[src/rtl/mem_port_arbiter_pkg.sv]
// Shared definitions for the two-requester memory port arbiter: FSM
// encoding, default starvation/timeout limits and the arbitration rule.
package mem_port_arbiter_pkg;

  typedef enum logic [1:0] {
    IDLE   = 2'd0,
    GNT_IF = 2'd1,
    GNT_DM = 2'd2,
    RESP   = 2'd3
  } arb_state_t;

  // Default number of consecutive DM grants tolerated while IF waits.
  localparam int STARVE_MAX_DEF = 4;

  // Default number of cycles the memory gets to raise its ack.
  localparam int TIMEOUT_DEF = 16;

  // Width of the starvation counter; must hold STARVE_MAX.
  localparam int STARVE_W = 3;

  // DM normally wins a tie, except when IF has already been passed over
  // STARVE_MAX times in a row.
  function automatic logic pick_dm(input logic if_req,
                                   input logic dm_req,
                                   input logic starved);
    return dm_req && !(if_req && starved);
  endfunction

endpackage

[src/rtl/arb_timeout_counter.sv]
// Watchdog for one memory transaction: counts cycles spent waiting for the
// memory ack and flags expiry once TIMEOUT-1 is reached.
module arb_timeout_counter
  import mem_port_arbiter_pkg::*;
#(
  parameter int TIMEOUT = TIMEOUT_DEF
) (
  input  logic clk,
  input  logic rst,
  input  logic clear,
  input  logic enable,
  output logic expired
);

  localparam int CW = (TIMEOUT > 1) ? $clog2(TIMEOUT) : 1;

  logic [CW-1:0] count;

  assign expired = (count == CW'(TIMEOUT - 1));

  // Hold at zero while cleared, otherwise count waiting cycles and stop at the limit.
  always_ff @(posedge clk or posedge rst) begin
    if (rst) begin
      count <= '0;
    end else if (clear) begin
      count <= '0;
    end else if (enable && !expired) begin
      count <= count + CW'(1);
    end
  end

endmodule

[src/rtl/mem_port_arbiter.sv]
// Arbitrates an instruction-fetch port and a data-memory port onto one
// shared memory port. DM has priority, bounded by a starvation counter so
// IF is guaranteed a slot; a watchdog ends transactions the memory never acks.
module mem_port_arbiter
  import mem_port_arbiter_pkg::*;
#(
  parameter int ADDR_W     = 32,
  parameter int DATA_W     = 32,
  parameter int STARVE_MAX = STARVE_MAX_DEF,
  parameter int TIMEOUT    = TIMEOUT_DEF
) (
  input  logic              clk_i,
  input  logic              rst_i,
  input  logic              if_req_i,
  input  logic [ADDR_W-1:0] if_addr_i,
  output logic              if_ack_o,
  output logic [DATA_W-1:0] if_rdata_o,
  input  logic              dm_req_i,
  input  logic              dm_we_i,
  input  logic [ADDR_W-1:0] dm_addr_i,
  input  logic [DATA_W-1:0] dm_wdata_i,
  output logic              dm_ack_o,
  output logic [DATA_W-1:0] dm_rdata_o,
  output logic              err_o,
  output logic              mem_req_o,
  output logic              mem_we_o,
  output logic [ADDR_W-1:0] mem_addr_o,
  output logic [DATA_W-1:0] mem_wdata_o,
  input  logic [DATA_W-1:0] mem_rdata_i,
  input  logic              mem_ack_i
);

  localparam logic [STARVE_W-1:0] STARVE_LIMIT = STARVE_W'(STARVE_MAX);

  arb_state_t          state;
  logic [STARVE_W-1:0] starve_cnt;
  logic                starved;
  logic                dm_wins;
  logic                in_grant;
  logic                granted_dm;
  logic                tmo_expired;

  assign starved    = (starve_cnt == STARVE_LIMIT);
  assign dm_wins    = pick_dm(if_req_i, dm_req_i, starved);
  assign in_grant   = (state == GNT_IF) || (state == GNT_DM);
  assign granted_dm = (state == GNT_DM);

  // The watchdog sits at zero outside a grant, so every grant starts fresh,
  // and it only advances on cycles the memory has not acked.
  arb_timeout_counter #(
    .TIMEOUT(TIMEOUT)
  ) u_timeout (
    .clk    (clk_i),
    .rst    (rst_i),
    .clear  (!in_grant),
    .enable (in_grant && !mem_ack_i),
    .expired(tmo_expired)
  );

  // Arbitration FSM; every output is registered here so the memory port and
  // the requester acks change only on clock edges (or on reset).
  always_ff @(posedge clk_i or posedge rst_i) begin
    if (rst_i) begin
      state       <= IDLE;
      starve_cnt  <= '0;
      mem_req_o   <= 1'b0;
      mem_we_o    <= 1'b0;
      mem_addr_o  <= '0;
      mem_wdata_o <= '0;
      if_ack_o    <= 1'b0;
      dm_ack_o    <= 1'b0;
      err_o       <= 1'b0;
      if_rdata_o  <= '0;
      dm_rdata_o  <= '0;
    end else begin
      if_ack_o <= 1'b0;
      dm_ack_o <= 1'b0;
      err_o    <= 1'b0;
      unique case (state)
        IDLE: begin
          if (dm_wins) begin
            state       <= GNT_DM;
            mem_req_o   <= 1'b1;
            mem_we_o    <= dm_we_i;
            mem_addr_o  <= dm_addr_i;
            mem_wdata_o <= dm_wdata_i;
            if (if_req_i && !starved) begin
              starve_cnt <= starve_cnt + STARVE_W'(1);
            end
          end else if (if_req_i) begin
            state       <= GNT_IF;
            mem_req_o   <= 1'b1;
            mem_we_o    <= 1'b0;
            mem_addr_o  <= if_addr_i;
            mem_wdata_o <= '0;
            starve_cnt  <= '0;
          end
        end
        GNT_IF, GNT_DM: begin
          if (mem_ack_i) begin
            state     <= RESP;
            mem_req_o <= 1'b0;
            mem_we_o  <= 1'b0;
            if (granted_dm) begin
              dm_ack_o <= 1'b1;
              if (!mem_we_o) begin
                dm_rdata_o <= mem_rdata_i;
              end
            end else begin
              if_ack_o   <= 1'b1;
              if_rdata_o <= mem_rdata_i;
            end
          end else if (tmo_expired) begin
            state     <= RESP;
            mem_req_o <= 1'b0;
            mem_we_o  <= 1'b0;
            err_o     <= 1'b1;
            if (granted_dm) begin
              dm_ack_o <= 1'b1;
            end else begin
              if_ack_o <= 1'b1;
            end
          end
        end
        RESP: begin
          state <= IDLE;
        end
        default: begin
          state <= IDLE;
        end
      endcase
    end
  end

endmodule

[config.mk]
export PLATFORM = sky130hd
export DESIGN_NAME = mem_port_arbiter
export DESIGN_NICKNAME = d
export VERILOG_FILES = /design/src/rtl/mem_port_arbiter_pkg.sv /design/src/rtl/arb_timeout_counter.sv /design/src/rtl/mem_port_arbiter.sv
export SDC_FILE = /design/constraint.sdc
export NUM_CORES = 1
export LEC_CHECK = 0
export CORE_AREA = 3 3 127 129
export CTS_BUF_LIST = sky130_fd_sc_hd__clkbuf_16
export DETAILED_ROUTE_END_ITERATION = 8
export DIE_AREA = 0 0 130 132
export GPL_ROUTABILITY_DRIVEN = 0
export PLACE_DENSITY = 0.88
export SLEW_MARGIN = 15
export SYNTH_ARGS = -nofsm -noshare
export SYNTH_HDL_FRONTEND = slang
export SYNTH_SLANG_ARGS = --single-unit
[constraint.sdc]
create_clock -name clk_i -period 12.7 [get_ports clk_i]
set_input_delay 1.905 -clock clk_i [delete_from_list [all_inputs] [get_ports clk_i]]
set_output_delay 1.905 -clock clk_i [all_outputs]
set_load 0.05 [all_outputs]
==> reports/results.ini, run 1 <==
[run_status]
outcome = finished, final reports clean

[finish]
antennaDiodeCount = 0
mostFrequentLayoutCells = clkdlybuf4s50_1 (266), dfrtp_1 (142), nand2_1 (135)
nNetsFinal = 926
final_common_cell = clkdlybuf4s50_1
final_cells = 987
drive_gt1_share_pct = 5.76
fillers = 1206
syn_to_final_growth_pct = 56.8
stdcell_area_mm2 = 0.00937

[routing]
detail_route.first_pass.iterations = 4
route.detailed.drc = 0
wl_per_cell_um = 17.2
ant_nets = 0
num_vias = 5082
routed_wl_um = 17000
drt-initial-drc-count = 272
vias_per_cell = 5.15

[floorplan]
rows = 45
initial_core_util_pct = 39.5
die_area_mm2 = 0.0172
core_mm2 = 0.0151
die_h_um = 132
die_w_um = 130
ioPinCount = 267

[sta]
period_minus_slack_ps = 3990
slew_headroom_pct = 36.2
tightestPinTransition_ps = 955
max_clock_freq_mhz = 251
tns_ps = 0
maxSlewViolCount = 0
holdWs_ps = 472
post-route-period-util_pct = 31.4
setup-violations-final = 0
final_hold_viol_count = 0
setup_slack_ps = 8710
final.setup_skew_ps = 6.45
rsz0062_at_grt = false

[global_routing]
grt_pass1_wl_um = 26700
grt_use_total_pct = 19.7
first_global_vias = 5123
antenna_found_initial = 0
grt_overflow = 0
grt_max_degree = 86

[setup_path]
cp_max_fo = 35
cp-end-kind = flip-flop
cp.required_ps = 12940
startpoint_type = primary input
critPathKind = in -> reg
arrival_ps = 4230

[clocking]
ctsHoldBuffers = 0
clock_path_buffers = 2
htree_levels = 4
cts_tree = built
numClockSinks = 142
clkTransAtPathRegs_ps = 60
postCtsSetupBuffers = 0
clk_latency_ps = 410
cts_resized = 0
cts_buffers = 17
cts-root-buf = clkbuf_16

[yosys]
yosysUniqueCellTypes = 35
synth_seq_cells = 142
yosysSeqAreaShare_pct = 59.5
yosys_warnings = 0
synth_edf_count = 0
synth_area_mm2 = 0.00598
synth_largest_area_cell = dfrtp_1
synthFlopType = dfrtp_1
synth_area_per_cell_um2 = 11.2
async_flop_share_pct = 100
postSynthCellCount = 535
synthTopCellsByArea = dfrtp_1 (59%), mux2_1 (11%), nand2_1 (8.5%)
synth_nets = 675
synth_top_area_share_pct = 59.5

[place]
dpl.hpwl_um = 11900
dp.cells = 955
pre_cts_ws_ps = 8300
placed_area_mm2 = 0.00875
portBuffers = 266

[job]
drv_cap = 0

[worst_hold_path]
hp-class = reg -> reg

[pwr]
leakage_nw = 3.86
irDropWorstVdd_v = 0.000148
powerDensity_mw_per_mm2 = 322

kinds of logic after synthesis:
| kind of cell | share of synthesized area, % |
|---|---|
| adder cells (fa/ha/maj) | 1.26 |
| AND/OR/NAND/NOR | 14.1 |
| buffers and inverters | 3.85 |
| flip-flops | 59.5 |
| XOR/XNOR | 0.147 |
| AO/OA/AOI/OAI | 8.60 |
| multiplexers | 12.6 |
synthesized netlist by cell type, types with 2 or more instances:
master and number:
a211oi_1 2, buf_2 25, buf_4 3, clkbuf_1 13
dfrtp_1 142, ha_1 6, inv_1 9, mux2_1 61
mux2_2 4, mux2i_1 2, nand2_1 135, nand3_1 3
nand4_1 33, nand4b_1 2, nor2_1 6, nor2b_1 3
nor3_1 2, o211ai_1 32, o21ai_0 32, o21ai_1 4
o22ai_1 2
power breakdown:
| group | switching [mW] | internal, mW |
|---|---|---|
| logic | 1.14 | 0.569 |
| clock network | 0.199 | 0.312 |
| registers | 0.122 | 0.675 |
| total | 1.46 | 1.56 |
final timing paths:
check                      slack (ps)               to  cells past startpoint      startpoint
setup / recovery                 8710  mem_wdata_o[11]                      4        if_req_i
hold / removal                    470   mem_wdata_o[7]                      2  mem_wdata_o[7]
setup reg to reg                10370  mem_wdata_o[11]                      5   starve_cnt[0]
hold reg to reg                   470   mem_wdata_o[7]                      2  mem_wdata_o[7]
max in group asynchronous        9600   if_rdata_o[20]                      3           rst_i
min in group asynchronous        1910  mem_wdata_o[20]                      2           rst_i
registers in the layout, summed over array words and instances, names as in the netlist:
register	flops
dm_rdata_o	32
if_rdata_o	32
mem_addr_o	32
mem_wdata_o	32
u_timeout.count	4
starve_cnt	3
state	2
dm_ack_o	1
err_o	1
if_ack_o	1
mem_req_o	1
mem_we_o	1
metal layers:
| metal | wire length [um] | vias up | GRT usage (%) |
|---|---|---|---|
| li1 | - | 2363 | - |
| met3 | 1620 | 26 | 7.01 |
| met1 | 6640 | 2461 | 23.6 |
| met4 | 378 | 0 | 7.56 |
| met2 | 8360 | 232 | 32.3 |
| met5 | 0 | - | 0 |
area by class of cell:
class	instances	area, um2	area share [%]
Sequential cell	142	3550	37.9
Timing Repair Buffer	273	2720	29.0
Multi-Input combinational cell	343	2210	23.6
Clock buffer	17	425	4.54
Tap cell	188	235	2.51
Clock inverter	15	185	1.98
Inverter	9	38.8	0.414
worst max-delay path: stages:
cell and delay (ps):
clkdlybuf4s50_1 740, nand3_4 440, nand2_1 870, o21ai_0 250
per-stage QoR:
step                      utilization (%)  total power, mW
after detailed placement             57.8             2.52
final                                61.9             3.01
after floorplan                         -             1.92
after global placement               57.8             2.48
after global routing                 61.9             3.17
after CTS                            61.8             3.04
No activity file was read; power rests on OpenSTA's default activity.
==> inputs of run 2 (changes only) <==
--- a/config.mk
+++ b/config.mk
@@ -5,10 +5,10 @@
 export SDC_FILE = /design/constraint.sdc
 export NUM_CORES = 1
 export LEC_CHECK = 0
-export CORE_AREA = 3 3 127 129
+export CORE_AREA = 3 3 130 132
 export CTS_BUF_LIST = sky130_fd_sc_hd__clkbuf_16
 export DETAILED_ROUTE_END_ITERATION = 8
-export DIE_AREA = 0 0 130 132
+export DIE_AREA = 0 0 133 135
 export GPL_ROUTABILITY_DRIVEN = 0
 export PLACE_DENSITY = 0.88
 export SLEW_MARGIN = 15
==> constraint.sdc (replaced) <==
create_clock -name clk_i -period 3.4 [get_ports clk_i]
set_input_delay 0.51 -clock clk_i [delete_from_list [all_inputs] [get_ports clk_i]]
set_output_delay 0.51 -clock clk_i [all_outputs]
set_load 0.05 [all_outputs]
==> reports/results.ini, run 2 (synthesis gave the netlist of run 1 again) <==
[run_status]
outcome = finished, final reports clean  ; unchanged

[routing]
vias_per_cell = 4.96  ; was 5.15
ant_nets = 0  ; unchanged
drt-initial-drc-count = 247  ; was 272
wl_per_cell_um = 16.7  ; was 17.2 um
route.detailed.drc = 0  ; unchanged
detail_route.first_pass.iterations = 6  ; was 4
routed_wl_um = 17000  ; about the same
num_vias = 5053  ; was 5,082

[clocking]
cts_resized = 0  ; unchanged
clk_latency_ps = 410  ; about the same
cts-root-buf = clkbuf_16  ; unchanged
htree_levels = 4  ; unchanged
cts_buffers = 17  ; unchanged
cts_tree = built  ; unchanged
postCtsSetupBuffers = 0  ; unchanged
clock_path_buffers = 2  ; unchanged
numClockSinks = 142  ; unchanged
clkTransAtPathRegs_ps = 60  ; about the same
ctsHoldBuffers = 0  ; unchanged

[place]
dp.cells = 986  ; was 955
dpl.hpwl_um = 12300  ; was 11,900 um
pre_cts_ws_ps = 714  ; was 8300 ps
portBuffers = 266  ; unchanged

[floorplan]
die_h_um = 135  ; was 132 um
die_area_mm2 = 0.0180  ; was 0.0172 mm2
ioPinCount = 267  ; unchanged
die_w_um = 133  ; was 130 um
core_mm2 = 0.0158  ; was 0.0151 mm2
rows = 46  ; was 45
initial_core_util_pct = 37.8  ; was 39.5%

[sta]
tns_ps = 0  ; unchanged
final.setup_skew_ps = 11.1  ; was 6.45 ps
tightestPinTransition_ps = 762  ; was 955 ps
period_minus_slack_ps = 2150
setup-violations-final = 0  ; unchanged
rsz0062_at_grt = false  ; unchanged
post-route-period-util_pct = 63.3
final_hold_viol_count = 0  ; unchanged
slew_headroom_pct = 49.2  ; was 36.2%
maxSlewViolCount = 0  ; unchanged
setup_slack_ps = 1250  ; was 8710 ps
max_clock_freq_mhz = 465

[finish]
antennaDiodeCount = 0  ; unchanged
multi_input_area_mm2 = 0.00221  ; about the same
final_common_cell = clkdlybuf4s50_1  ; unchanged
fillers = 1273  ; was 1,206
final_cells = 1018  ; was 987
regArea_mm2 = 0.00355  ; unchanged
mostFrequentLayoutCells = clkdlybuf4s50_1 (266), dfrtp_1 (142), nand2_1 (135)  ; unchanged
nNetsFinal = 929  ; was 926
drive_gt1_share_pct = 6.23  ; was 5.76%
syn_to_final_growth_pct = 58.2  ; was 56.8%
final_util_pct = 59.7  ; was 61.9%

[setup_path]
cp-end-kind = output pin  ; was flip-flop
crit_family = buffers and inverters  ; was simple AND/OR/NAND/NOR gates
cp_max_fo = 2  ; was 35
startpoint_type = flip-flop  ; was primary input
path_cells = clkdlybuf4s50_1  ; was clkdlybuf4s50_1 -> nand3_4 -> nand2_1 -> o21ai_0
max_stage_delay_ps = 840  ; was 870 ps
worst_path_max_delay_cell = clkdlybuf4s50_1  ; was nand2_1
arrival_ps = 1640  ; was 4230 ps
cp.required_ps = 2890  ; was 12,940 ps
timing.critical_path.buf_inv = 1  ; unchanged
critPathKind = reg -> out  ; was in -> reg

[global_routing]
grt_use_total_pct = 18.8  ; was 19.7%
grt_pass1_wl_um = 26800  ; was 26,700 um
grt_max_degree = 143  ; was 86
antenna_found_initial = 0  ; unchanged
grt_overflow = 0  ; unchanged
first_global_vias = 5009  ; was 5,123

[job]
drv_cap = 0  ; unchanged

[pwr]
leakage_nw = 3.89  ; was 3.86 nW
finalPower_mw = 11.3  ; was 3.01 mW
irDropWorstVdd_v = 0.000615  ; was 0.000148 V
powerDensity_mw_per_mm2 = 1200  ; was 322 mW/mm2

[worst_hold_path]
hp-class = reg -> reg  ; unchanged

run 2: worst paths after layout:
check                      depth (start not counted)              end  slack, ps             from
setup / recovery                                   1    mem_addr_o[0]       1250    mem_addr_o[0]
hold / removal                                     2  mem_wdata_o[11]        480  mem_wdata_o[11]
setup reg to reg                                   7  mem_wdata_o[22]       1280         state[0]
hold reg to reg                                    2  mem_wdata_o[11]        480  mem_wdata_o[11]
max in group asynchronous                          3   mem_wdata_o[8]       2160            rst_i
min in group asynchronous                          3  mem_wdata_o[25]        630            rst_i
run 2: layout make-up:
| type | instances | area share [%] |
|---|---|---|
| Multi-Input combinational cell | 343 | 23.3 |
| Clock buffer | 17 | 4.50 |
| Timing Repair Buffer | 276 | 29.4 |
| Sequential cell | 142 | 37.6 |
| Inverter | 9 | 0.397 |
| Clock inverter | 15 | 1.95 |
| Tap cell | 216 | 2.86 |
run 2: report_power, final:
group	internal [mW]	leakage, nW	switching [mW]	total, mW
Sequential	2.52	1.76	0.455	2.97
Clock	1.17	0.300	0.735	1.90
Combinational	2.17	1.83	4.26	6.43
Total	5.85	3.89	5.45	11.3
run 2: layer usage:
metal / GRT usage (%) / vias up / wire length (um)
li1: - / 2373 / -
met1: 22.2 / 2426 / 6810
met2: 32.0 / 229 / 8390
met3: 6.56 / 25 / 1470
met4: 6.93 / 0 / 342
met5: 0 / - / 0
run 2: stage by stage:
step | hold slack, ps | area (um2)
6_report | 477 | 9450
5_1_grt | 505 | 9450
4_1_cts | 484 | 9450
3_5_place_dp | 470 | 8840
3_3_place_gp | 461 | 8840
2_1_floorplan | 473 | 5980
==> inputs of run 3 (changes only) <==
==> constraint.sdc (replaced) <==
create_clock -name clk_i -period 1.74 [get_ports clk_i]
set_input_delay 0.261 -clock clk_i [delete_from_list [all_inputs] [get_ports clk_i]]
set_output_delay 0.261 -clock clk_i [all_outputs]
set_load 0.05 [all_outputs]
==> reports/results.ini, run 3 (synthesis gave the netlist of run 1 again) <==
[run_status]
outcome = finished, final reports clean  ; unchanged

[finish]
stdcell_area_mm2 = 0.00943  ; was 0.00945 mm2
nNetsFinal = 949  ; was 929
syn_to_final_growth_pct = 57.7  ; was 58.2%
mostFrequentLayoutCells = dfrtp_1 (142), nand2_1 (135), clkdlybuf4s50_1 (133)  ; was clkdlybuf4s50_1 (266), dfrtp_1 (142), nand2_1 (135)
drive_gt1_share_pct = 22.9  ; was 6.23%
final_common_cell = dfrtp_1  ; was clkdlybuf4s50_1
antennaDiodeCount = 0  ; unchanged

[global_routing]
grt_overflow = 0  ; unchanged
grt_pass1_wl_um = 27800  ; was 26,800 um
grt_max_degree = 70  ; was 143
first_global_vias = 5367  ; was 5,009
antenna_found_initial = 0  ; unchanged
grt_use_total_pct = 19.4  ; was 18.8%

[floorplan]
initial_core_util_pct = 37.8  ; unchanged
core_mm2 = 0.0158  ; unchanged
ioPinCount = 267  ; unchanged
die_area_mm2 = 0.0180  ; unchanged
die_w_um = 133  ; unchanged
rows = 46  ; unchanged
die_h_um = 135  ; unchanged

[setup_path]
r2r_slack_ps = 50  ; was 1280 ps
path_cells = buf_4 -> ha_1 -> nand3b_1 -> buf_6 -> clkbuf_16 -> mux2_1  ; was clkdlybuf4s50_1
r2r_end = if_rdata_o[18]  ; was mem_wdata_o[22]
worstReg2RegStart = state[1]  ; was state[0]
crit_family = buffers and inverters  ; unchanged
arrival_ps = 1980  ; was 1640 ps
cp_max_fo = 8  ; was 2
r2r_cells = 6  ; was 7
worst_path_max_delay_cell = dfrtp_1  ; was clkdlybuf4s50_1
cp.required_ps = 2030  ; was 2890 ps
startpoint_type = flip-flop  ; unchanged
critPathLaunch = state[1]  ; was mem_addr_o[0]
timing.critical_path.buf_inv = 3  ; was 1
cp-end-kind = flip-flop  ; was output pin
critPathKind = reg -> reg  ; was reg -> out
max_stage_delay_ps = 400  ; was 840 ps

[pwr]
powerDensity_mw_per_mm2 = 2350  ; was 1200 mW/mm2
finalPower_mw = 22.2  ; was 11.3 mW
leakage_nw = 4.21  ; was 3.89 nW
irDropWorstVdd_v = 0.00117  ; was 0.000615 V
switchingPower_mw = 10.9  ; was 5.45 mW
combPwrFrac_pct = 56.6  ; was 56.9%
p_int_mw = 11.3  ; was 5.85 mW
p_sw_share_pct = 49.2  ; was 48.2%
p_seq_share_pct = 26.5  ; was 26.3%
pwr-share-clk_pct = 16.9  ; was 16.8%

[sta]
slew_headroom_pct = 66.3  ; was 49.2%
final.setup_skew_ps = 7.48  ; was 11.1 ps
post-route-period-util_pct = 97.1
holdWs_ps = 299  ; was 477 ps
setup_slack_ps = 51.2  ; was 1250 ps
tns_ps = 0  ; unchanged
final_hold_viol_count = 0  ; unchanged
maxSlewViolCount = 0  ; unchanged
tightestPinTransition_ps = 507  ; was 762 ps
setup-violations-final = 0  ; unchanged
period_minus_slack_ps = 1690
max_clock_freq_mhz = 592
rsz0062_at_grt = false  ; unchanged

[routing]
wl_per_cell_um = 17.3  ; was 16.7 um
num_vias = 5166  ; was 5,053
drt-initial-drc-count = 236  ; was 247
route.detailed.drc = 0  ; unchanged
ant_nets = 0  ; unchanged
routed_wl_um = 17900  ; was 17,000 um
vias_per_cell = 4.98  ; was 4.96
detail_route.first_pass.iterations = 4  ; was 6

[clocking]
ctsHoldBuffers = 0  ; unchanged
htree_levels = 4  ; unchanged
cts_buffers = 17  ; unchanged
clock_path_buffers = 2  ; unchanged
clk_latency_ps = 420  ; was 410 ps
numClockSinks = 142  ; unchanged
cts-root-buf = clkbuf_16  ; unchanged
cts_tree = built  ; unchanged
clkTransAtPathRegs_ps = 60  ; about the same

[place]
portBuffers = 266  ; unchanged
placed_area_mm2 = 0.00875  ; was 0.00884 mm2
pre_cts_ws_ps = 2.24  ; was 714 ps
dpl.hpwl_um = 12800  ; was 12,300 um

[job]
drv_cap = 0  ; unchanged

[worst_hold_path]
hp-class = in -> async  ; was reg -> reg

-- run 3: how the worst max path moves through the flow --
stage | depth (start not counted) | slack, ps | end
floorplan | 1 | -300 | dm_ack_o
global placement | 6 | 70 | mem_wdata_o[13]
detailed placement | 6 | 2 | mem_addr_o[21]
CTS | 5 | 20 | if_rdata_o[10]
global route | 6 | 1 | if_rdata_o[18]
finish | 6 | 50 | if_rdata_o[18]
-- run 3: final cells by class --
cell class	instances	area (um2)
fillers	1297	6400
flip-flops and latches	142	3550
repair buffers	296	2740
multi-input cells	343	2210
clock buffers	17	425
well taps	216	270
clock inverters	15	188
inverters	9	37.5
-- run 3: what timing repair did --
| item | in CTS | in global routing |
|---|---|---|
| resized for setup | 17 | 3 |
| endpoints found under the hold margin | 0 | 0 |
| gates cloned | 0 | 3 |
| setup buffers | 0 | 2 |
| endpoints found under the setup margin | 17 | 77 |
-- run 3: power groups by stage --
stage	Combinational, mW	Sequential (mW)	Clock [mW]
6_report	12.6	5.87	3.75
2_1_floorplan	2.96	11.1	0
3_3_place_gp	12.3	5.80	0
5_1_grt	13.2	6.07	3.97
3_5_place_dp	12.5	5.91	0
4_1_cts	12.4	5.87	3.82
-- run 3: per-layer routing --
metal	GRT usage, %	wire (um)	up-vias	part of all wire, %
li1	-	-	2417	-
met1	22.8	7130	2515	40
met2	33.7	9150	214	51
met3	6.52	1380	20	7.7
met4	6.12	264	0	1.5
met5	0	0	-	0
-- run 3: worst reg2reg max path, delay by kind of cell, from the launching register on --
kind / cells / cell delay, ps
fa+ha+maj: 1 / 200
buf+inv: 3 / 480
flops: 1 / 400
mux: 1 / 320
simple gates: 1 / 170
-- run 3: through the flow --
step	std cells	util, %
after detailed placement	1001	55.3
after global placement	1001	55.3
after global routing	1038	59.6
after floorplan	535	-
final	1038	59.6
after CTS	1033	59.0
